==> src/rtl/sipo_lane_arbiter.sv <==
// sipo_lane_arbiter: one serial-to-parallel capture datapath shared round-robin among
// NUM_LANES serial requesters. Completed words leave over a valid/ready handshake,
// tagged with the lane index that produced them.
// Optional feature macro: SIPO_ARB_PARITY_EN (adds a trailing even-parity bit per word).
module sipo_lane_arbiter #(
    parameter int unsigned  SIZE      = 8,
    parameter int unsigned  SHIFT_DIR = 0,
    parameter int unsigned  NUM_LANES = 4,
    localparam int unsigned LANE_W    = $clog2(NUM_LANES)
) (
    input  logic                 i_clk,
    input  logic                 i_reset,
    input  logic [NUM_LANES-1:0] i_req,
    input  logic [NUM_LANES-1:0] i_ser_in,
    output logic [NUM_LANES-1:0] o_grant,
    output logic                 o_bit_en,
    output logic                 o_busy,
    output logic [SIZE-1:0]      o_word_out,
    output logic [LANE_W-1:0]    o_word_lane,
    output logic                 o_word_valid,
    input  logic                 i_word_ready,
    output logic                 o_abort,
    output logic                 o_parity_err
);

`ifdef SIPO_ARB_PARITY_EN
    localparam int unsigned NBITS = SIZE + 1;
`else
    localparam int unsigned NBITS = SIZE;
`endif
    localparam int unsigned CNT_W = $clog2(SIZE + 1);

    typedef enum logic [1:0] {StIdle, StShift, StOut} state_t;

    state_t                r_state;
    logic [LANE_W-1:0]     r_ptr;       // last granted lane; also the active lane in SHIFT
    logic [CNT_W-1:0]      r_cnt;
    logic [SIZE-1:0]       r_shift;     // partial word, kept apart so word_out survives aborts
    logic [NUM_LANES-1:0]  r_grant;
    logic                  r_bit_en;
    logic                  r_busy;
    logic [SIZE-1:0]       r_word_out;
    logic [LANE_W-1:0]     r_word_lane;
    logic                  r_word_valid;
    logic                  r_abort;
`ifdef SIPO_ARB_PARITY_EN
    logic                  r_parity_err;
`endif

    logic [LANE_W-1:0]     w_sel;
    logic                  w_any_req;
    logic [CNT_W-1:0]      w_pos;
    logic [SIZE-1:0]       w_mask;
    logic [SIZE-1:0]       w_next_shift;
    logic                  w_bit;
    logic                  w_req_sel;
    logic                  w_last;

    // Round-robin search: first requesting lane strictly after the last granted one.
    always_comb begin
        logic [LANE_W-1:0] v_idx;
        v_idx     = '0;
        w_sel     = r_ptr;
        w_any_req = 1'b0;
        for (int unsigned i = 1; i <= NUM_LANES; i++) begin
            v_idx = LANE_W'((32'(r_ptr) + i) % NUM_LANES);
            if (!w_any_req && i_req[v_idx]) begin
                w_sel     = v_idx;
                w_any_req = 1'b1;
            end
        end
    end

    // Bit placement for the current sample; the parity slot (cnt == SIZE) yields an empty mask.
    always_comb begin
        w_bit        = i_ser_in[r_ptr];
        w_req_sel    = i_req[r_ptr];
        w_last       = (r_cnt == CNT_W'(NBITS - 1));
        w_pos        = (SHIFT_DIR != 0) ? (CNT_W'(SIZE - 1) - r_cnt) : r_cnt;
        w_mask       = (r_cnt < CNT_W'(SIZE)) ? (SIZE'(1) << w_pos) : '0;
        w_next_shift = w_bit ? (r_shift | w_mask) : (r_shift & ~w_mask);
    end

    // Arbitration / capture / hand-off state machine with registered outputs.
    always_ff @(posedge i_clk) begin
        if (i_reset) begin
            r_state      <= StIdle;
            r_ptr        <= LANE_W'(NUM_LANES - 1);
            r_cnt        <= '0;
            r_shift      <= '0;
            r_grant      <= '0;
            r_bit_en     <= 1'b0;
            r_busy       <= 1'b0;
            r_word_out   <= '0;
            r_word_lane  <= '0;
            r_word_valid <= 1'b0;
            r_abort      <= 1'b0;
`ifdef SIPO_ARB_PARITY_EN
            r_parity_err <= 1'b0;
`endif
        end else begin
            r_abort <= 1'b0;
            unique case (r_state)
                StIdle: begin
                    if (w_any_req) begin
                        r_grant  <= NUM_LANES'(1) << w_sel;
                        r_bit_en <= 1'b1;
                        r_busy   <= 1'b1;
                        r_ptr    <= w_sel;
                        r_cnt    <= '0;
                        r_shift  <= '0;
                        r_state  <= StShift;
                    end
                end
                StShift: begin
                    if (!w_req_sel) begin
                        // Requester withdrew: drop the partial word, keep ptr on this lane.
                        r_grant  <= '0;
                        r_bit_en <= 1'b0;
                        r_busy   <= 1'b0;
                        r_abort  <= 1'b1;
                        r_state  <= StIdle;
                    end else if (w_last) begin
`ifdef SIPO_ARB_PARITY_EN
                        // Final sample is the parity bit; data bits are already in r_shift.
                        r_word_out   <= r_shift;
                        r_parity_err <= (^r_shift) ^ w_bit;
`else
                        r_word_out   <= w_next_shift;
`endif
                        r_word_lane  <= r_ptr;
                        r_word_valid <= 1'b1;
                        r_grant      <= '0;
                        r_bit_en     <= 1'b0;
                        r_state      <= StOut;
                    end else begin
                        r_shift <= w_next_shift;
                        r_cnt   <= r_cnt + CNT_W'(1);
                    end
                end
                StOut: begin
                    if (i_word_ready) begin
                        r_word_valid <= 1'b0;
`ifdef SIPO_ARB_PARITY_EN
                        r_parity_err <= 1'b0;
`endif
                        r_busy       <= 1'b0;
                        r_state      <= StIdle;
                    end
                end
                default: begin
                    r_state <= StIdle;
                end
            endcase
        end
    end

    assign o_grant      = r_grant;
    assign o_bit_en     = r_bit_en;
    assign o_busy       = r_busy;
    assign o_word_out   = r_word_out;
    assign o_word_lane  = r_word_lane;
    assign o_word_valid = r_word_valid;
    assign o_abort      = r_abort;
`ifdef SIPO_ARB_PARITY_EN
    assign o_parity_err = r_parity_err;
`else
    assign o_parity_err = 1'b0;
`endif

endmodule

==> config.mk <==
export PLATFORM = sky130hd
export DESIGN_NAME = sipo_lane_arbiter
export DESIGN_NICKNAME = d
export VERILOG_FILES = /design/src/rtl/sipo_lane_arbiter.sv
export SDC_FILE = /design/constraint.sdc
export NUM_CORES = 1
export LEC_CHECK = 0
export BUFFER_PORTS_ARGS = -buffer_cell sky130_fd_sc_hd__buf_2
export CAP_MARGIN = 20
export CORE_ASPECT_RATIO = 1.2
export CORE_MARGIN = 2
export CORE_UTILIZATION = 25
export CTS_CLUSTER_DIAMETER = 100
export DETAILED_ROUTE_END_ITERATION = 8
export PLACE_DENSITY = 0.51
export SYNTH_ARGS = -nofsm -noshare
export SYNTH_HDL_FRONTEND = slang
export SYNTH_SLANG_ARGS = --single-unit
==> constraint.sdc <==
create_clock -name i_clk -period 2.5 [get_ports i_clk]
set_clock_uncertainty 0.1 [all_clocks]
set_input_delay 0.5 -clock i_clk [delete_from_list [all_inputs] [get_ports i_clk]]
set_output_delay 0.5 -clock i_clk [all_outputs]
set_load 0.01 [all_outputs]
* Word level (Yosys, flattened, before mapping)
Index checks and enable logic that the tools add are counted.
** Storage, ports and cells
- Register bits after elaboration :: 34
- Input bits :: 11
- Output and inout bits :: 19
- Word-level logic and storage cells :: 106
** Operators by class
- Add/sub/neg operators :: 5
- Magnitude comparators :: 6
- Equal/unequal tests :: 10
- Shift-type cells :: 2
- Mux-type cells :: 50
- Bitwise logic cells :: 4
- Reductions and logical operators :: 18
** Operator list (count)
- 8-bit two-way mux :: 5
- 4-bit two-way mux :: 6
- 1-bit two-way mux :: 18
- 2-bit two-way mux :: 8
- 4-bit case mux with 2 select lines :: 2
- 8-bit case mux with 2 select lines :: 1
- 2-bit by 3-bit less-than comparator with 1-bit output (second input constant) :: 5
- 1-bit binary-select mux with 2-bit select :: 6
- 2-bit inequality test (second input constant) :: 6
- 4-bit AND reduction :: 3
- 3-bit AND reduction :: 3
- 8-bit AND :: 1
- 8-bit inverter :: 1
- 8-bit OR :: 1
- 1-bit by 4-bit << shifter with 8-bit output (first input constant) :: 1
- 2-bit case mux with 3 select lines :: 1
- 2-bit by 1-bit adder with 2-bit output (second input constant) :: 2
- 2-bit adder (second input constant) :: 2
- 4-bit by 1-bit adder with 4-bit output (second input constant) :: 1
- 4-bit by 3-bit equality test with 1-bit output (second input constant) :: 1
- 4-bit less-than comparator (second input constant) :: 1
- 1-bit case mux with 2 select lines :: 2
- 2-bit nonzero test :: 2
- 1-bit by 2-bit << shifter with 4-bit output (first input constant) :: 1
- other kinds (11) :: 15

* Depth between registers and ports, before layout
Gate-level depths: netlist of the first run.
- Depth in word-level cells :: 16
- Mapped depth :: 8
- Gate-level depth less buffers :: 6

* Least setup slack after synthesis of the first run
No wires, ideal clock.
- Kind :: register to register
- Start point :: register r_state[1]
- End point :: register r_cnt[1]
- Arrival time :: 1613 ps
- Setup slack :: 671 ps
- Stages on the path, launching flop included :: 8
- Buffers on the path :: 1
- Clock period less this slack :: 1829 ps
- Cells stage by stage :: dfxtp_1 -> inv_1 -> ha_1 -> and4b_1 -> a311oi_1 -> a21oi_1 -> buf_2 -> a22o_1
** Between the ends
- Cells in the longest elaborated chain, start to end :: 3
- Elaborated cells between the ends (all ways) :: 8
- Those cells by class :: eq/ne: 4; mux: 1; reduce/logical: 3
** Ends and longest elaborated chain
- start: declaration :: RTL line 35 : state_t r_state;
- start signal: assignment :: RTL line 87 : r_state <= StIdle;
- start signal: assignment :: RTL line 112 : r_state <= StShift;
- start signal: assignment :: RTL line 122 : r_state <= StIdle;
- 2-bit by 1-bit equality test with 1-bit output or 2-bit logical NOT (tied branches) :: RTL line 103 : unique case (r_state)
- 2-bit inequality test (no source line) or 2-bit nonzero test (tied branches)
- 4-bit AND reduction (no source line)
- end signal: assignment :: RTL line 138 : r_cnt <= r_cnt + CNT_W'(1);
- end: declaration :: RTL line 37 : logic [CNT_W-1:0] r_cnt;
Parallel ways exist; a longest one is shown, timed or not.
A chain may end at the register's enable or synchronous reset.

* Worst setup path after layout of the first run
- Start point :: register r_ptr[1]
- End point :: register r_grant[3] (netlist: o_grant[3])
** Between the ends
- Cells in the longest elaborated chain, start to end :: 16
- Elaborated cells between the ends (all ways) :: 35
- Those cells by class :: add/sub: 4; eq/ne: 2; shift: 1; mux: 21; reduce/logical: 7
** Ends and longest elaborated chain
- start: declaration :: RTL line 36 : logic [LANE_W-1:0] r_ptr;
- start signal: assignment :: RTL line 88 : r_ptr <= LANE_W'(NUM_LANES - 1);
- start signal: assignment :: RTL line 109 : r_ptr <= w_sel;
- 2-bit by 1-bit adder with 2-bit output :: RTL line 66 : v_idx = LANE_W'((32'(r_ptr) + i) % NUM_LANES);
- 1-bit binary-select mux with 2-bit select :: RTL line 67 : if (!w_any_req && i_req[v_idx]) begin
- 1-bit two-way mux (implied by the code) :: RTL line 67
- 1-bit two-way mux :: RTL line 67
- 1-bit logical NOT :: RTL line 67
- 1-bit logical AND :: RTL line 67
- 1-bit two-way mux :: RTL line 67
- 1-bit logical NOT :: RTL line 67
- 1-bit logical AND :: RTL line 67
- 1-bit two-way mux :: RTL line 67
- 1-bit logical NOT :: RTL line 67
- 1-bit logical AND :: RTL line 67
- 2-bit two-way mux :: RTL line 67
- 1-bit by 2-bit << shifter with 4-bit output :: RTL line 106 : r_grant <= NUM_LANES'(1) << w_sel;
- 4-bit two-way mux :: RTL line 105 : if (w_any_req) begin
- 4-bit case mux with 2 select lines :: RTL line 103
- end signal: assignment :: RTL line 106
- end: declaration :: RTL line 39 : logic [NUM_LANES-1:0] r_grant;
Parallel ways exist; a longest one is shown, timed or not. The select of a mux whose other input is x is not followed.

==> report_table.html, run 1 <==
<table>
<tr><th>Metric</th><th>Value</th></tr>
<tr><th colspan="2">Run status</th></tr>
<tr><td>Run status</td><td>complete, no violations</td></tr>
<tr><th colspan="2">Finish</th></tr>
<tr><td>Fraction of layout cells with a size suffix above 1</td><td>22.9%</td></tr>
<tr><td>Ant diodes</td><td>0</td></tr>
<tr><td>Final core area utilization</td><td>29.5%</td></tr>
<tr><td>Layout overhead on the synthesized area</td><td>16.2%</td></tr>
<tr><td>Number of non-filler instances in the completed layout</td><td>292</td></tr>
<tr><td>Net total in the final layout</td><td>225</td></tr>
<tr><th colspan="2">Worst hold path</th></tr>
<tr><td>HP Class</td><td>flip-flop to flip-flop</td></tr>
<tr><td>Hold Path Origin</td><td>r_shift[1]</td></tr>
<tr><td>Number of cells traversed by the worst hold path</td><td>1</td></tr>
<tr><td>Endpoint, Worst Hold</td><td>r_shift[1]</td></tr>
<tr><th colspan="2">Yosys</th></tr>
<tr><td>Mean post-synth cell area</td><td>9.62 µm²</td></tr>
<tr><td>Synth area leader</td><td>sky130_fd_sc_hd__dfxtp_1</td></tr>
<tr><td>Number of cells produced by synthesis</td><td>179</td></tr>
<tr><td>Unique masters post-synth</td><td>45</td></tr>
<tr><td>Flip-flop and latch count after synthesis</td><td>34</td></tr>
<tr><td>Post-synthesis cell area</td><td>0.00172 mm²</td></tr>
<tr><td>Register area share after synthesis</td><td>39.5%</td></tr>
<tr><td>Prevailing post-synth register cell</td><td>sky130_fd_sc_hd__dfxtp_1</td></tr>
<tr><td>Syn Nets</td><td>199</td></tr>
<tr><td>Ranking of synthesized cells by instance count</td><td>sky130_fd_sc_hd__dfxtp_1 (34), sky130_fd_sc_hd__a21oi_1 (16), sky130_fd_sc_hd__mux2i_1 (10)</td></tr>
<tr><td>Yosys warnings</td><td>0</td></tr>
<tr><td>Most used standard cell by instance count after synthesis</td><td>sky130_fd_sc_hd__dfxtp_1</td></tr>
<tr><td>Fraction of synthesized cell area taken by the top area cell type</td><td>39.5%</td></tr>
<tr><td>EDFF count, synth</td><td>0</td></tr>
<tr><td>Share of async-settable or async-resettable flops after synthesis</td><td>0%</td></tr>
<tr><td>Synth top area cells</td><td>sky130_fd_sc_hd__dfxtp_1 (40%), sky130_fd_sc_hd__ha_1 (6.5%), sky130_fd_sc_hd__mux2i_1 (5.8%)</td></tr>
<tr><th colspan="2">CTS</th></tr>
<tr><td>Number of setup buffers added after CTS</td><td>0</td></tr>
<tr><td>Root buffer cell</td><td>sky130_fd_sc_hd__clkbuf_8</td></tr>
<tr><td># H-tree levels</td><td>2</td></tr>
<tr><td>TritonCTS clock tree</td><td>yes</td></tr>
<tr><td>Clock slew at reported path FFs</td><td>0.07 ns</td></tr>
<tr><td>Clock network latency to the later pin of the worst-skew pair</td><td>0.29 ns</td></tr>
<tr><td>Total clock buffers created by CTS</td><td>5</td></tr>
<tr><td>TritonCTS Sinks</td><td>34</td></tr>
<tr><td>Post-cts sizing count</td><td>0</td></tr>
<tr><td>Maximum clock path buffer count</td><td>2</td></tr>
<tr><td>Total of hold buffers inserted after clock tree synthesis</td><td>0</td></tr>
<tr><th colspan="2">Routing</th></tr>
<tr><td>Final routed wirelength across all metal layers</td><td>3880 µm</td></tr>
<tr><td>Number of DRC markers in iteration 0</td><td>34</td></tr>
<tr><td>Number of nets with antenna violations after routing</td><td>0</td></tr>
<tr><td>DRC violations left</td><td>0</td></tr>
<tr><td>Number of vias per cell</td><td>4.91</td></tr>
<tr><td>Via count of the routed design</td><td>1435</td></tr>
<tr><td>Average detailed-routed wire length per instance</td><td>13.3 µm</td></tr>
<tr><td>Number of detailed-route iterations in the first pass</td><td>4</td></tr>
<tr><th colspan="2">Pwr</th></tr>
<tr><td>Switching share of power</td><td>31.9%</td></tr>
<tr><td>Worst IR Drop VDD</td><td>0.304 mV</td></tr>
<tr><td>Proportion of power drawn by the clock network</td><td>29.4%</td></tr>
<tr><td>Power per Cell Area</td><td>655 mW/mm²</td></tr>
<tr><td>Internal power summed over all cells</td><td>0.000893 W</td></tr>
<tr><td>Net switching power</td><td>0.000418 W</td></tr>
<tr><td>Combinational share of power</td><td>23.3%</td></tr>
<tr><td>Leakage Power</td><td>0.840 nW</td></tr>
<tr><td>Share of power burned in registers</td><td>47.3%</td></tr>
<tr><td>Total chip power</td><td>0.00131 W</td></tr>
<tr><th colspan="2">Place</th></tr>
<tr><td>Total placed cells including tap cells</td><td>285</td></tr>
<tr><td>Total of buffers placed on input and output ports</td><td>28</td></tr>
<tr><td>Weighted congestion reported at the end of routability-driven placement</td><td>0.729</td></tr>
<tr><td>Hpwl dp</td><td>2820 µm</td></tr>
<tr><th colspan="2">STA</th></tr>
<tr><td>Setup_tns</td><td>0 ns</td></tr>
<tr><td>Setup repair after global routing missed its margin</td><td>no</td></tr>
<tr><td>Final count of negative-setup-slack endpoints</td><td>0</td></tr>
<tr><td>Hold Fails Final Rpt</td><td>0</td></tr>
<tr><td>Period utilisation layout</td><td>83.5%</td></tr>
<tr><td>Upper clock frequency limit</td><td>479 MHz</td></tr>
<tr><td>Slew at the pin closest to its max-slew limit</td><td>0.568 ns</td></tr>
<tr><td>Min Clock Period, post-route</td><td>2.09 ns</td></tr>
<tr><td>Max Transition Viols Final</td><td>0</td></tr>
<tr><td>Slew margin rel.</td><td>61.9%</td></tr>
<tr><th colspan="2">Worst setup path</th></tr>
<tr><td>Slowest cell on the critical path</td><td>sky130_fd_sc_hd__mux4_2</td></tr>
<tr><td>Critical path endpoint category</td><td>flip-flop</td></tr>
<tr><td>Reg2reg setup slack</td><td>0.41 ns</td></tr>
<tr><td>Required time reported for the critical path endpoint</td><td>2.58 ns</td></tr>
<tr><td>Slowest cell delay on critical path</td><td>0.67 ns</td></tr>
<tr><td>Launch instance of the worst register-to-register path</td><td>r_ptr[1]</td></tr>
<tr><td>CP Class</td><td>flip-flop to flip-flop</td></tr>
<tr><td>Critical path cell sequence</td><td>mux4_2 &gt; nand3_1 &gt; a21oi_1 &gt; a32o_1</td></tr>
<tr><td>Maximum fanout count along the critical path</td><td>13</td></tr>
<tr><td>Cell count of the worst reg-to-reg path</td><td>4</td></tr>
<tr><td>End of the worst register-to-register path</td><td>o_grant[3]</td></tr>
<tr><td>Crit path buffers/inverters</td><td>0</td></tr>
<tr><td>Kind of cell with the highest combined delay on the critical path</td><td>multiplexers</td></tr>
<tr><td>Element type at the critical path start</td><td>flip-flop</td></tr>
<tr><td>Signal arrival time at the worst endpoint</td><td>2.17 ns</td></tr>
<tr><th colspan="2">Floorplanning</th></tr>
<tr><td>DIE WIDTH</td><td>79.8 µm</td></tr>
<tr><td>Die area</td><td>0.00757 mm²</td></tr>
<tr><td>Die H</td><td>94.9 µm</td></tr>
<tr><td>Initial cell density of the core</td><td>25.4%</td></tr>
<tr><td>Std cell rows</td><td>33</td></tr>
<tr><td>Area inside the core boundary</td><td>0.00677 mm²</td></tr>
<tr><td>Number of placed I/O pins</td><td>30</td></tr>
<tr><th colspan="2">Global route</th></tr>
<tr><td>Global-route total usage across every layer</td><td>11.8%</td></tr>
<tr><td>Wire length of the first global-routing pass</td><td>6870 µm</td></tr>
<tr><td>Total grt overflow</td><td>0</td></tr>
<tr><td>Number of global-route vias before repair</td><td>1422</td></tr>
<tr><td>Pin count of the biggest net entering global routing</td><td>19</td></tr>
<tr><td>Number of antenna violations at the first check in global routing</td><td>0</td></tr>
<tr><th colspan="2">Run</th></tr>
<tr><td>Max capacitance violation total</td><td>0</td></tr>
</table>
## layout make-up
| class | count | area (µm²) |
|---|---|---|
| sequential | 34 | 681 |
| inverter | 9 | 33.8 |
| fill | 737 | 4770 |
| clock buffer | 5 | 68.8 |
| clock inverter | 2 | 10.0 |
| tap | 87 | 109 |
| multi-input combinational | 123 | 928 |
| timing repair buffer | 32 | 170 |
## worst max path at each step
stage	start	endpoint	slack, ns	cells past startpoint
finish	r_ptr[1]	o_grant[3]	0.41	4
global route	r_ptr[1]	r_cnt[0]	0.23	5
CTS	r_ptr[1]	o_grant[3]	0.40	4
detailed placement	r_ptr[1]	o_grant[3]	0.40	4
global placement	r_ptr[1]	o_grant[0]	0.43	4
floorplan	r_state[1]	r_cnt[1]	0.67	7
## worst register-to-register path, delay by kind of cell (launching register included)
kind / cells / cell delay (ns)
AO/OA/AOI/OAI: 2 / 0.41
multiplexers: 1 / 0.67
flip-flops: 1 / 0.63
AND/OR/NAND/NOR: 1 / 0.17
## registers in the layout (all words and copies together), names as in the netlist
name	count
o_abort	1
o_bit_en	1
r_ptr	2
o_word_out	8
o_busy	1
o_word_valid	1
r_state	2
o_word_lane	2
r_shift	8
r_cnt	4
o_grant	4
## power by group through the flow
stage               clock network (W)  registers, W  logic (W)
detailed placement                  0      0.000633   0.000308
global placement                    0      0.000633   0.000309
floorplan                           0      0.000615   0.000237
global route                 0.000433      0.000630   0.000346
CTS                          0.000400      0.000621   0.000308
finish                       0.000385      0.000620   0.000306
## per-stage QoR
stage | cell area (µm²) | setup slack (ns) | hold slack [ns]
2_1_floorplan | 1720 | 0.671 | 0.326
3_3_place_gp | 1920 | 0.429 | 0.344
3_5_place_dp | 1920 | 0.404 | 0.345
4_1_cts | 2000 | 0.398 | 0.366
5_1_grt | 2000 | 0.227 | 0.383
6_report | 2000 | 0.412 | 0.363
## cell families (layout without fill, tap and decap cells)
group / after synthesis / count (layout) / synth area share [%]
DFF: 34 / 34 / 39.5
other: 1 / 1 / 0.218
muxes: 13 / 13 / 9.08
and+or+nand+nor: 41 / 41 / 14.0
adders and majority gates: 9 / 9 / 6.54
buffers and inverters: 22 / 48 / 6.54
AOI/OAI and AO/OA: 59 / 59 / 24.1
## layout by cell type (no fill, tap or decap), types with 3 or more instances in the layout
cell type / instances
sky130_fd_sc_hd__o211ai_1: 3
sky130_fd_sc_hd__a211oi_1: 4
sky130_fd_sc_hd__buf_4: 4
sky130_fd_sc_hd__nor3b_1: 3
sky130_fd_sc_hd__buf_2: 28
sky130_fd_sc_hd__nor3_1: 3
sky130_fd_sc_hd__a31oi_1: 3
sky130_fd_sc_hd__o21ai_0: 6
sky130_fd_sc_hd__nand2_1: 8
sky130_fd_sc_hd__mux2i_1: 10
sky130_fd_sc_hd__and3_1: 3
sky130_fd_sc_hd__inv_1: 9
sky130_fd_sc_hd__ha_1: 9
sky130_fd_sc_hd__a21oi_1: 16
sky130_fd_sc_hd__nor2_1: 5
sky130_fd_sc_hd__clkbuf_8: 5
sky130_fd_sc_hd__a32o_1: 4
sky130_fd_sc_hd__nand3_1: 7
sky130_fd_sc_hd__dfxtp_1: 34
sky130_fd_sc_hd__o2bb2ai_1: 9
## layer usage
layer	GRT usage, %	up-vias	share of wire (%)
met2	19.5	26	49
met3	3.25	5	4.0
li1	-	721	-
met4	4.66	0	1.4
met5	0	-	0
met1	14.4	683	46
(Power assumes the default switching activity.)
==> run 2: changes to the inputs <==
--- a/config.mk
+++ b/config.mk
@@ -12,7 +12,7 @@
 export CORE_UTILIZATION = 25
 export CTS_CLUSTER_DIAMETER = 100
 export DETAILED_ROUTE_END_ITERATION = 8
-export PLACE_DENSITY = 0.51
+export PLACE_DENSITY = 0.52
 export SYNTH_ARGS = -nofsm -noshare
 export SYNTH_HDL_FRONTEND = slang
 export SYNTH_SLANG_ARGS = --single-unit
==> constraint.sdc (replaced) <==
create_clock -name i_clk -period 1.8 [get_ports i_clk]
set_clock_uncertainty 0.1 [all_clocks]
set_input_delay 0.36 -clock i_clk [delete_from_list [all_inputs] [get_ports i_clk]]
set_output_delay 0.36 -clock i_clk [all_outputs]
set_load 0.01 [all_outputs]
==> run 2 against run 1 <==
Against the previous run: maximum frequency grew 22%; cell count is 7.2% higher; sequential share of layout area shrank 3.1 points; total power increased by 51%; via count increased by 2.9%; sequential cell count stayed put; critical path depth grew 3.
==> report_table.html, run 2 (synthesis results as in run 1) <==
<table>
<tr><th>Metric</th><th>Value</th></tr>
<tr><th colspan="2">Pwr</th></tr>
<tr><td>Worst IR Drop VDD</td><td>0.426 mV (was 0.304 mV)</td></tr>
<tr><td>Leakage Power</td><td>0.950 nW (was 0.840 nW)</td></tr>
<tr><td>Power per Cell Area</td><td>895 mW/mm² (was 655 mW/mm²)</td></tr>
<tr><th colspan="2">STA</th></tr>
<tr><td>Worst hold slack across all endpoints</td><td>0.278 ns (was 0.363 ns)</td></tr>
<tr><td>Setup_tns</td><td>0 ns (unchanged)</td></tr>
<tr><td>Max Transition Viols Final</td><td>0 (unchanged)</td></tr>
<tr><td>Worst-case setup margin in the final layout</td><td>0.0940 ns (was 0.412 ns)</td></tr>
<tr><td>Upper clock frequency limit</td><td>586 MHz (was 479 MHz)</td></tr>
<tr><td>Min Clock Period, post-route</td><td>1.71 ns (was 2.09 ns)</td></tr>
<tr><td>Period utilisation layout</td><td>94.8% (was 83.5%)</td></tr>
<tr><td>Setup repair after global routing missed its margin</td><td>no (unchanged)</td></tr>
<tr><td>Final count of negative-setup-slack endpoints</td><td>0 (unchanged)</td></tr>
<tr><td>Hold Fails Final Rpt</td><td>0 (unchanged)</td></tr>
<tr><th colspan="2">CTS</th></tr>
<tr><td>Total clock buffers created by CTS</td><td>5 (unchanged)</td></tr>
<tr><td>Clock slew at reported path FFs</td><td>0.06 ns (was 0.07 ns)</td></tr>
<tr><td>TritonCTS clock tree</td><td>yes (unchanged)</td></tr>
<tr><td># H-tree levels</td><td>2 (unchanged)</td></tr>
<tr><td>Clock network latency to the later pin of the worst-skew pair</td><td>0.28 ns (was 0.29 ns)</td></tr>
<tr><td>Total of hold buffers inserted after clock tree synthesis</td><td>0 (unchanged)</td></tr>
<tr><td>Maximum clock path buffer count</td><td>2 (unchanged)</td></tr>
<tr><td>Root buffer cell</td><td>sky130_fd_sc_hd__clkbuf_8 (unchanged)</td></tr>
<tr><td>TritonCTS Sinks</td><td>34 (unchanged)</td></tr>
<tr><th colspan="2">Routing</th></tr>
<tr><td>Number of vias per cell</td><td>4.72 (was 4.91)</td></tr>
<tr><td>Number of detailed-route iterations in the first pass</td><td>4 (unchanged)</td></tr>
<tr><td>Number of DRC markers in iteration 0</td><td>33 (was 34)</td></tr>
<tr><td>Number of nets with antenna violations after routing</td><td>0 (unchanged)</td></tr>
<tr><td>Via count of the routed design</td><td>1477 (was 1435)</td></tr>
<tr><td>DRC violations left</td><td>0 (unchanged)</td></tr>
<tr><td>Average detailed-routed wire length per instance</td><td>12.9 µm (was 13.3 µm)</td></tr>
<tr><td>Final routed wirelength across all metal layers</td><td>4040 µm (was 3880 µm)</td></tr>
<tr><th colspan="2">Worst setup path</th></tr>
<tr><td>CP Class</td><td>flip-flop to flip-flop (unchanged)</td></tr>
<tr><td>Cell count of the worst reg-to-reg path</td><td>7 (was 4)</td></tr>
<tr><td>Signal arrival time at the worst endpoint</td><td>1.77 ns (was 2.17 ns)</td></tr>
<tr><td>Required time reported for the critical path endpoint</td><td>1.87 ns (was 2.58 ns)</td></tr>
<tr><td>Maximum fanout count along the critical path</td><td>4 (was 13)</td></tr>
<tr><td>Element type at the critical path start</td><td>flip-flop (unchanged)</td></tr>
<tr><td>Critical path endpoint category</td><td>flip-flop (unchanged)</td></tr>
<tr><th colspan="2">Global route</th></tr>
<tr><td>Number of global-route vias before repair</td><td>1517 (was 1422)</td></tr>
<tr><td>Total grt overflow</td><td>0 (unchanged)</td></tr>
<tr><td>Global-route total usage across every layer</td><td>11.6% (was 11.8%)</td></tr>
<tr><td>Number of antenna violations at the first check in global routing</td><td>0 (unchanged)</td></tr>
<tr><td>Wire length of the first global-routing pass</td><td>6990 µm (was 6870 µm)</td></tr>
<tr><td>Pin count of the biggest net entering global routing</td><td>19 (unchanged)</td></tr>
<tr><th colspan="2">Finish</th></tr>
<tr><td>Layout overhead on the synthesized area</td><td>28.4% (was 16.2%)</td></tr>
<tr><td>Final core area utilization</td><td>32.6% (was 29.5%)</td></tr>
<tr><td>Fraction of layout cells with a size suffix above 1</td><td>34.1% (was 22.9%)</td></tr>
<tr><td>Most frequent cells in the layout</td><td>sky130_fd_sc_hd__dfxtp_1 (32), sky130_fd_sc_hd__buf_2 (28), sky130_fd_sc_hd__buf_4 (23), sky130_fd_sc_hd__a21oi_1 (14), sky130_fd_sc_hd__mux2i_1 (10) (was sky130_fd_sc_hd__dfxtp_1 (34), sky130_fd_sc_hd__buf_2 (28), sky130_fd_sc_hd__a21oi_1 (16), sky130_fd_sc_hd__mux2i_1 (10))</td></tr>
<tr><td>Filler cell count in the final layout</td><td>735 (was 737)</td></tr>
<tr><td>Final Instance Area</td><td>0.00221 mm² (was 0.00200 mm²)</td></tr>
<tr><td>Net total in the final layout</td><td>245 (was 225)</td></tr>
<tr><td>Area taken by flip-flops and latches</td><td>683 µm² (was 681 µm²)</td></tr>
<tr><td>Leading cell type in the layout, fill and taps excluded</td><td>sky130_fd_sc_hd__dfxtp_1 (unchanged)</td></tr>
<tr><td>Ant diodes</td><td>0 (unchanged)</td></tr>
<tr><td>Area of the multi-input gates</td><td>970 µm² (was 928 µm²)</td></tr>
<tr><th colspan="2">Worst hold path</th></tr>
<tr><td>HP Class</td><td>input pin to flip-flop (was flip-flop to flip-flop)</td></tr>
<tr><td>Number of cells traversed by the worst hold path</td><td>4 (was 1)</td></tr>
<tr><th colspan="2">Place</th></tr>
<tr><td>Post-place setup slack</td><td>-0.0514 ns (was 0.404 ns)</td></tr>
<tr><td>Total of buffers placed on input and output ports</td><td>28 (unchanged)</td></tr>
<tr><td>Weighted congestion reported at the end of routability-driven placement</td><td>0.811 (was 0.729)</td></tr>
<tr><td>Hpwl dp</td><td>3060 µm (was 2820 µm)</td></tr>
<tr><td>Total cell area at the placement stage</td><td>0.00207 mm² (was 0.00192 mm²)</td></tr>
<tr><th colspan="2">Run status</th></tr>
<tr><td>Run status</td><td>complete, no violations (unchanged)</td></tr>
<tr><th colspan="2">Floorplanning</th></tr>
<tr><td>Number of placed I/O pins</td><td>30 (unchanged)</td></tr>
<tr><td>Std cell rows</td><td>33 (unchanged)</td></tr>
<tr><td>DIE WIDTH</td><td>79.8 µm (unchanged)</td></tr>
<tr><td>Die H</td><td>94.9 µm (unchanged)</td></tr>
<tr><td>Initial cell density of the core</td><td>25.4% (unchanged)</td></tr>
<tr><td>Area inside the core boundary</td><td>0.00677 mm² (unchanged)</td></tr>
<tr><td>Die area</td><td>0.00757 mm² (unchanged)</td></tr>
<tr><th colspan="2">Run</th></tr>
<tr><td>Max capacitance violation total</td><td>0 (unchanged)</td></tr>
</table>
-- run 2: cell count changes in the layout (fill, tap and decap cells not counted), moves of 2 or more --
cell and delta:
sky130_fd_sc_hd__buf_4 +19, sky130_fd_sc_hd__a21oi_1 -2, sky130_fd_sc_hd__a21oi_2 +2, sky130_fd_sc_hd__dfxtp_1 -2
sky130_fd_sc_hd__dfxtp_2 +2
-- run 2: timing repair --
action                     CTS  global route
setup endpoints to repair   10            20
resized for setup            1            11
setup buffers                0             1
pin swaps                    1             3
-- run 2: report_power, final --
group / switching (W) / total (W) / internal (W)
combinational: 0.000307 / 0.000573 / 0.000265
clock: 0.000261 / 0.000570 / 0.000308
sequential: 0.0000340 / 0.000837 / 0.000803
total: 0.000603 / 0.00198 / 0.00138
-- run 2: metrics by stage --
stage	power, W	std cells
floorplan	0.00119	179
global placement	0.00139	304
detailed placement	0.00139	304
CTS	0.00198	312
global route	0.00211	313
finish	0.00198	313
-- run 2: path summary, 6_finish.rpt --
check,startpoint,slack [ns],to
worst min register to register,o_bit_en,0.36,o_bit_en
worst max register to register,r_state[1],0.09,r_shift[4]
worst min-delay path,i_word_ready,0.28,o_word_valid
worst max-delay path,r_state[1],0.09,r_shift[4]
-- run 2: layer usage --
layer / global-route usage, % / vias to the layer above / wire length, µm
met5: 0 / - / 0
met4: 3.81 / 0 / 38
met3: 3.06 / 4 / 160
met2: 20.4 / 23 / 2030
met1: 13.8 / 690 / 1810
li1: - / 760 / -
-- run 2: final cells by class --
type	instances	share of cell area [%]
multi-input combinational	123	43.9
sequential	34	30.9
timing repair buffer	52	14.7
tap	87	4.92
clock buffer	7	3.90
inverter	9	1.53
clock inverter	1	0.226
-- run 2: worst max-delay path: stages, from the launching register on --
cell,delay [ns]
sky130_fd_sc_hd__dfxtp_2,0.33
sky130_fd_sc_hd__inv_1,0.06
sky130_fd_sc_hd__ha_2,0.18
sky130_fd_sc_hd__and4b_2,0.24
sky130_fd_sc_hd__a311oi_4,0.29
sky130_fd_sc_hd__a21oi_2,0.13
sky130_fd_sc_hd__buf_4,0.17
sky130_fd_sc_hd__o2bb2ai_1,0.11
==> run 3: changes to the inputs <==
--- a/config.mk
+++ b/config.mk
@@ -9,10 +9,11 @@
 export CAP_MARGIN = 20
 export CORE_ASPECT_RATIO = 1.2
 export CORE_MARGIN = 2
-export CORE_UTILIZATION = 25
+export CORE_UTILIZATION = 49
 export CTS_CLUSTER_DIAMETER = 100
 export DETAILED_ROUTE_END_ITERATION = 8
-export PLACE_DENSITY = 0.52
+export PLACE_DENSITY = 0.83
+export SKIP_CTS_REPAIR_TIMING = 1
 export SYNTH_ARGS = -nofsm -noshare
 export SYNTH_HDL_FRONTEND = slang
 export SYNTH_SLANG_ARGS = --single-unit
==> run 3 against run 2 <==
Against the previous run: clock power rose by 3%; sequential cell count did not move; sequential power rose by 0.5%; first-iteration DRC count rose by 9.1%; worst hold slack got worse by 0.019 ns; design area fell by 4.9%; worst setup slack got worse by 0.039 ns; register-to-register slack got worse by 0.04 ns; critical path type unchanged.
==> report_table.html, run 3 (synthesis results as in run 1) <==
<table>
<tr><th>Metric</th><th>Value</th></tr>
<tr><th colspan="2">STA</th></tr>
<tr><td>Upper clock frequency limit</td><td>573 MHz (was 586 MHz)</td></tr>
<tr><td>Slew margin rel.</td><td>63.7%</td></tr>
<tr><td>Min Clock Period, post-route</td><td>1.74 ns (was 1.71 ns)</td></tr>
<tr><td>Slew at the pin closest to its max-slew limit</td><td>0.540 ns</td></tr>
<tr><td>Hold Fails Final Rpt</td><td>0 (unchanged)</td></tr>
<tr><td>Final count of negative-setup-slack endpoints</td><td>0 (unchanged)</td></tr>
<tr><td>Period utilisation layout</td><td>96.9% (was 94.8%)</td></tr>
<tr><td>Max Transition Viols Final</td><td>0 (unchanged)</td></tr>
<tr><th colspan="2">Routing</th></tr>
<tr><td>Final routed wirelength across all metal layers</td><td>3850 µm (was 4040 µm)</td></tr>
<tr><td>Number of nets with antenna violations after routing</td><td>0 (unchanged)</td></tr>
<tr><td>Number of detailed-route iterations in the first pass</td><td>4 (unchanged)</td></tr>
<tr><td>Number of vias per cell</td><td>5.76 (was 4.72)</td></tr>
<tr><td>Average detailed-routed wire length per instance</td><td>14.8 µm (was 12.9 µm)</td></tr>
<tr><td>DRC violations left</td><td>0 (unchanged)</td></tr>
<tr><td>Via count of the routed design</td><td>1498 (was 1477)</td></tr>
<tr><td>Number of DRC markers in iteration 0</td><td>36 (was 33)</td></tr>
<tr><th colspan="2">Worst setup path</th></tr>
<tr><td>Launch instance of the worst register-to-register path</td><td>r_state[0] (was r_state[1])</td></tr>
<tr><td>Critical path endpoint category</td><td>flip-flop (unchanged)</td></tr>
<tr><td>Signal arrival time at the worst endpoint</td><td>1.82 ns (was 1.77 ns)</td></tr>
<tr><td>CP Class</td><td>flip-flop to flip-flop (unchanged)</td></tr>
<tr><td>Worst setup endpoint</td><td>r_cnt[2] (was r_shift[4])</td></tr>
<tr><td>Element type at the critical path start</td><td>flip-flop (unchanged)</td></tr>
<tr><td>Maximum fanout count along the critical path</td><td>5 (was 4)</td></tr>
<tr><td>Cell count of the worst reg-to-reg path</td><td>7 (unchanged)</td></tr>
<tr><td>End of the worst register-to-register path</td><td>r_cnt[2] (was r_shift[4])</td></tr>
<tr><td>Reg2reg setup slack</td><td>0.06 ns (was 0.09 ns)</td></tr>
<tr><td>Required time reported for the critical path endpoint</td><td>1.88 ns (was 1.87 ns)</td></tr>
<tr><td>CP Launch Point</td><td>r_state[0] (was r_state[1])</td></tr>
<tr><th colspan="2">Finish</th></tr>
<tr><td>Leading cell type in the layout, fill and taps excluded</td><td>sky130_fd_sc_hd__dfxtp_1 (unchanged)</td></tr>
<tr><td>Area of the multi-input gates</td><td>948 µm² (was 970 µm²)</td></tr>
<tr><td>Number of non-filler instances in the completed layout</td><td>260 (was 313)</td></tr>
<tr><td>Final core area utilization</td><td>63.0% (was 32.6%)</td></tr>
<tr><td>Most frequent cells in the layout</td><td>sky130_fd_sc_hd__dfxtp_1 (31), sky130_fd_sc_hd__buf_2 (29), sky130_fd_sc_hd__buf_4 (19), sky130_fd_sc_hd__a21oi_1 (15), sky130_fd_sc_hd__mux2i_1 (10) (was sky130_fd_sc_hd__dfxtp_1 (32), sky130_fd_sc_hd__buf_2 (28), sky130_fd_sc_hd__buf_4 (23), sky130_fd_sc_hd__a21oi_1 (14), sky130_fd_sc_hd__mux2i_1 (10))</td></tr>
<tr><td>Area taken by flip-flops and latches</td><td>684 µm² (was 683 µm²)</td></tr>
<tr><td>Net total in the final layout</td><td>242 (was 245)</td></tr>
<tr><td>Fraction of layout cells with a size suffix above 1</td><td>32.7% (was 34.1%)</td></tr>
<tr><td>Ant diodes</td><td>0 (unchanged)</td></tr>
<tr><td>Filler cell count in the final layout</td><td>278 (was 735)</td></tr>
<tr><td>Layout overhead on the synthesized area</td><td>22.2% (was 28.4%)</td></tr>
<tr><th colspan="2">Global route</th></tr>
<tr><td>Total grt overflow</td><td>0 (unchanged)</td></tr>
<tr><td>Pin count of the biggest net entering global routing</td><td>19 (unchanged)</td></tr>
<tr><td>Wire length of the first global-routing pass</td><td>6220 µm (was 6990 µm)</td></tr>
<tr><td>Number of global-route vias before repair</td><td>1377 (was 1517)</td></tr>
<tr><td>Global-route total usage across every layer</td><td>21.1% (was 11.6%)</td></tr>
<tr><td>Number of antenna violations at the first check in global routing</td><td>0 (unchanged)</td></tr>
<tr><th colspan="2">CTS</th></tr>
<tr><td>Maximum clock path buffer count</td><td>2 (unchanged)</td></tr>
<tr><td>Clock network latency to the later pin of the worst-skew pair</td><td>0.29 ns (was 0.28 ns)</td></tr>
<tr><td>Total clock buffers created by CTS</td><td>5 (unchanged)</td></tr>
<tr><td>Clock slew at reported path FFs</td><td>0.07 ns (was 0.06 ns)</td></tr>
<tr><td>TritonCTS Sinks</td><td>34 (unchanged)</td></tr>
<tr><td>Root buffer cell</td><td>sky130_fd_sc_hd__clkbuf_8 (unchanged)</td></tr>
<tr><td># H-tree levels</td><td>2 (unchanged)</td></tr>
<tr><td>TritonCTS clock tree</td><td>yes (unchanged)</td></tr>
<tr><th colspan="2">Pwr</th></tr>
<tr><td>Combinational share of power</td><td>27.8% (was 28.9%)</td></tr>
<tr><td>Share of power burned in registers</td><td>42.5% (was 42.3%)</td></tr>
<tr><td>Power per Cell Area</td><td>941 mW/mm² (was 895 mW/mm²)</td></tr>
<tr><td>Proportion of power drawn by the clock network</td><td>29.7% (was 28.8%)</td></tr>
<tr><td>Internal power summed over all cells</td><td>0.00137 W (was 0.00138 W)</td></tr>
<tr><td>Leakage Power</td><td>0.932 nW (was 0.950 nW)</td></tr>
<tr><td>Worst IR Drop VDD</td><td>0.814 mV (was 0.426 mV)</td></tr>
<tr><td>Net switching power</td><td>0.000609 W (was 0.000603 W)</td></tr>
<tr><td>Switching share of power</td><td>30.8% (was 30.4%)</td></tr>
<tr><th colspan="2">Run status</th></tr>
<tr><td>Run status</td><td>complete, no violations (unchanged)</td></tr>
<tr><th colspan="2">Floorplanning</th></tr>
<tr><td>DIE WIDTH</td><td>58.1 µm (was 79.8 µm)</td></tr>
<tr><td>Die area</td><td>0.00401 mm² (was 0.00757 mm²)</td></tr>
<tr><td>Std cell rows</td><td>23 (was 33)</td></tr>
<tr><td>Initial cell density of the core</td><td>51.6% (was 25.4%)</td></tr>
<tr><td>Number of placed I/O pins</td><td>30 (unchanged)</td></tr>
<tr><td>Die H</td><td>68.9 µm (was 94.9 µm)</td></tr>
<tr><td>Area inside the core boundary</td><td>0.00334 mm² (was 0.00677 mm²)</td></tr>
<tr><th colspan="2">Place</th></tr>
<tr><td>Total placed cells including tap cells</td><td>248 (was 304)</td></tr>
<tr><td>Weighted congestion reported at the end of routability-driven placement</td><td>0.810 (was 0.811)</td></tr>
<tr><td>Total of buffers placed on input and output ports</td><td>28 (unchanged)</td></tr>
<tr><td>Hpwl dp</td><td>2740 µm (was 3060 µm)</td></tr>
<tr><th colspan="2">Run</th></tr>
<tr><td>Max capacitance violation total</td><td>0 (unchanged)</td></tr>
<tr><th colspan="2">Worst hold path</th></tr>
<tr><td>HP Class</td><td>input pin to flip-flop (unchanged)</td></tr>
</table>
[run 3: power by group through the flow]
stage | combinational, W | sequential [W] | clock (W)
6_report | 0.000550 | 0.000841 | 0.000588
5_1_grt | 0.000601 | 0.000849 | 0.000633
4_1_cts | 0.000503 | 0.000838 | 0.000594
3_5_place_dp | 0.000500 | 0.000854 | 0
3_3_place_gp | 0.000490 | 0.000853 | 0
2_1_floorplan | 0.000336 | 0.000854 | 0
[run 3: routing by layer]
layer  part of all wire [%]  wire, µm  track usage [%]  up-vias
li1                       -         -                -      759
met2                     50      1940             37.6       40
met3                    4.6       176             5.97       10
met1                     42      1630             22.3      689
met5                      0         0                0        -
met4                    2.6       101             12.2        0
[run 3: worst min-delay path by stage]
| stage | startpoint | to | depth (start not counted) |
|---|---|---|---|
| 2_1_floorplan | r_shift[3] | r_shift[3] | 1 |
| 3_3_place_gp | o_bit_en | o_bit_en | 1 |
| 3_5_place_dp | o_bit_en | o_bit_en | 1 |
| 4_1_cts | i_word_ready | o_word_valid | 4 |
| 5_1_grt | i_word_ready | o_word_valid | 4 |
| 6_report | i_word_ready | o_word_valid | 4 |
[run 3: cell type report]
| class | count | share of cell area (%) |
|---|---|---|
| Tap cell | 37 | 2.20 |
| Timing Repair Buffer | 49 | 14.2 |
| Clock inverter | 1 | 0.238 |
| Clock buffer | 7 | 4.10 |
| Sequential cell | 34 | 32.5 |
| Inverter | 9 | 1.61 |
| Multi-Input combinational cell | 123 | 45.1 |
[run 3: worst max-delay path: stages, from the launching register on]
cell and delay (ns):
sky130_fd_sc_hd__dfxtp_1 0.31, sky130_fd_sc_hd__inv_1 0.10, sky130_fd_sc_hd__ha_1 0.25, sky130_fd_sc_hd__nor2_2 0.08, sky130_fd_sc_hd__a311oi_2 0.34, sky130_fd_sc_hd__a21oi_2 0.14, sky130_fd_sc_hd__buf_4 0.18, sky130_fd_sc_hd__o2bb2ai_1 0.12
[run 3: per-stage QoR]
| stage | instance area, µm² | hold slack, ns | worst slack, ns | total power (W) | TNS (ns) |
|---|---|---|---|---|---|
| after global routing | 2100 | 0.270 | -0.0467 | 0.00208 | -0.249 |
| after global placement | 1960 | 0.335 | 0.0103 | 0.00134 | 0 |
| after floorplan | 1730 | 0.326 | 0.0147 | 0.00119 | 0 |
| after detailed placement | 1960 | 0.339 | -0.00343 | 0.00135 | -0.00343 |
| after CTS | 2050 | 0.258 | -0.0475 | 0.00194 | -0.321 |
| final | 2100 | 0.258 | 0.0553 | 0.00198 | 0 |
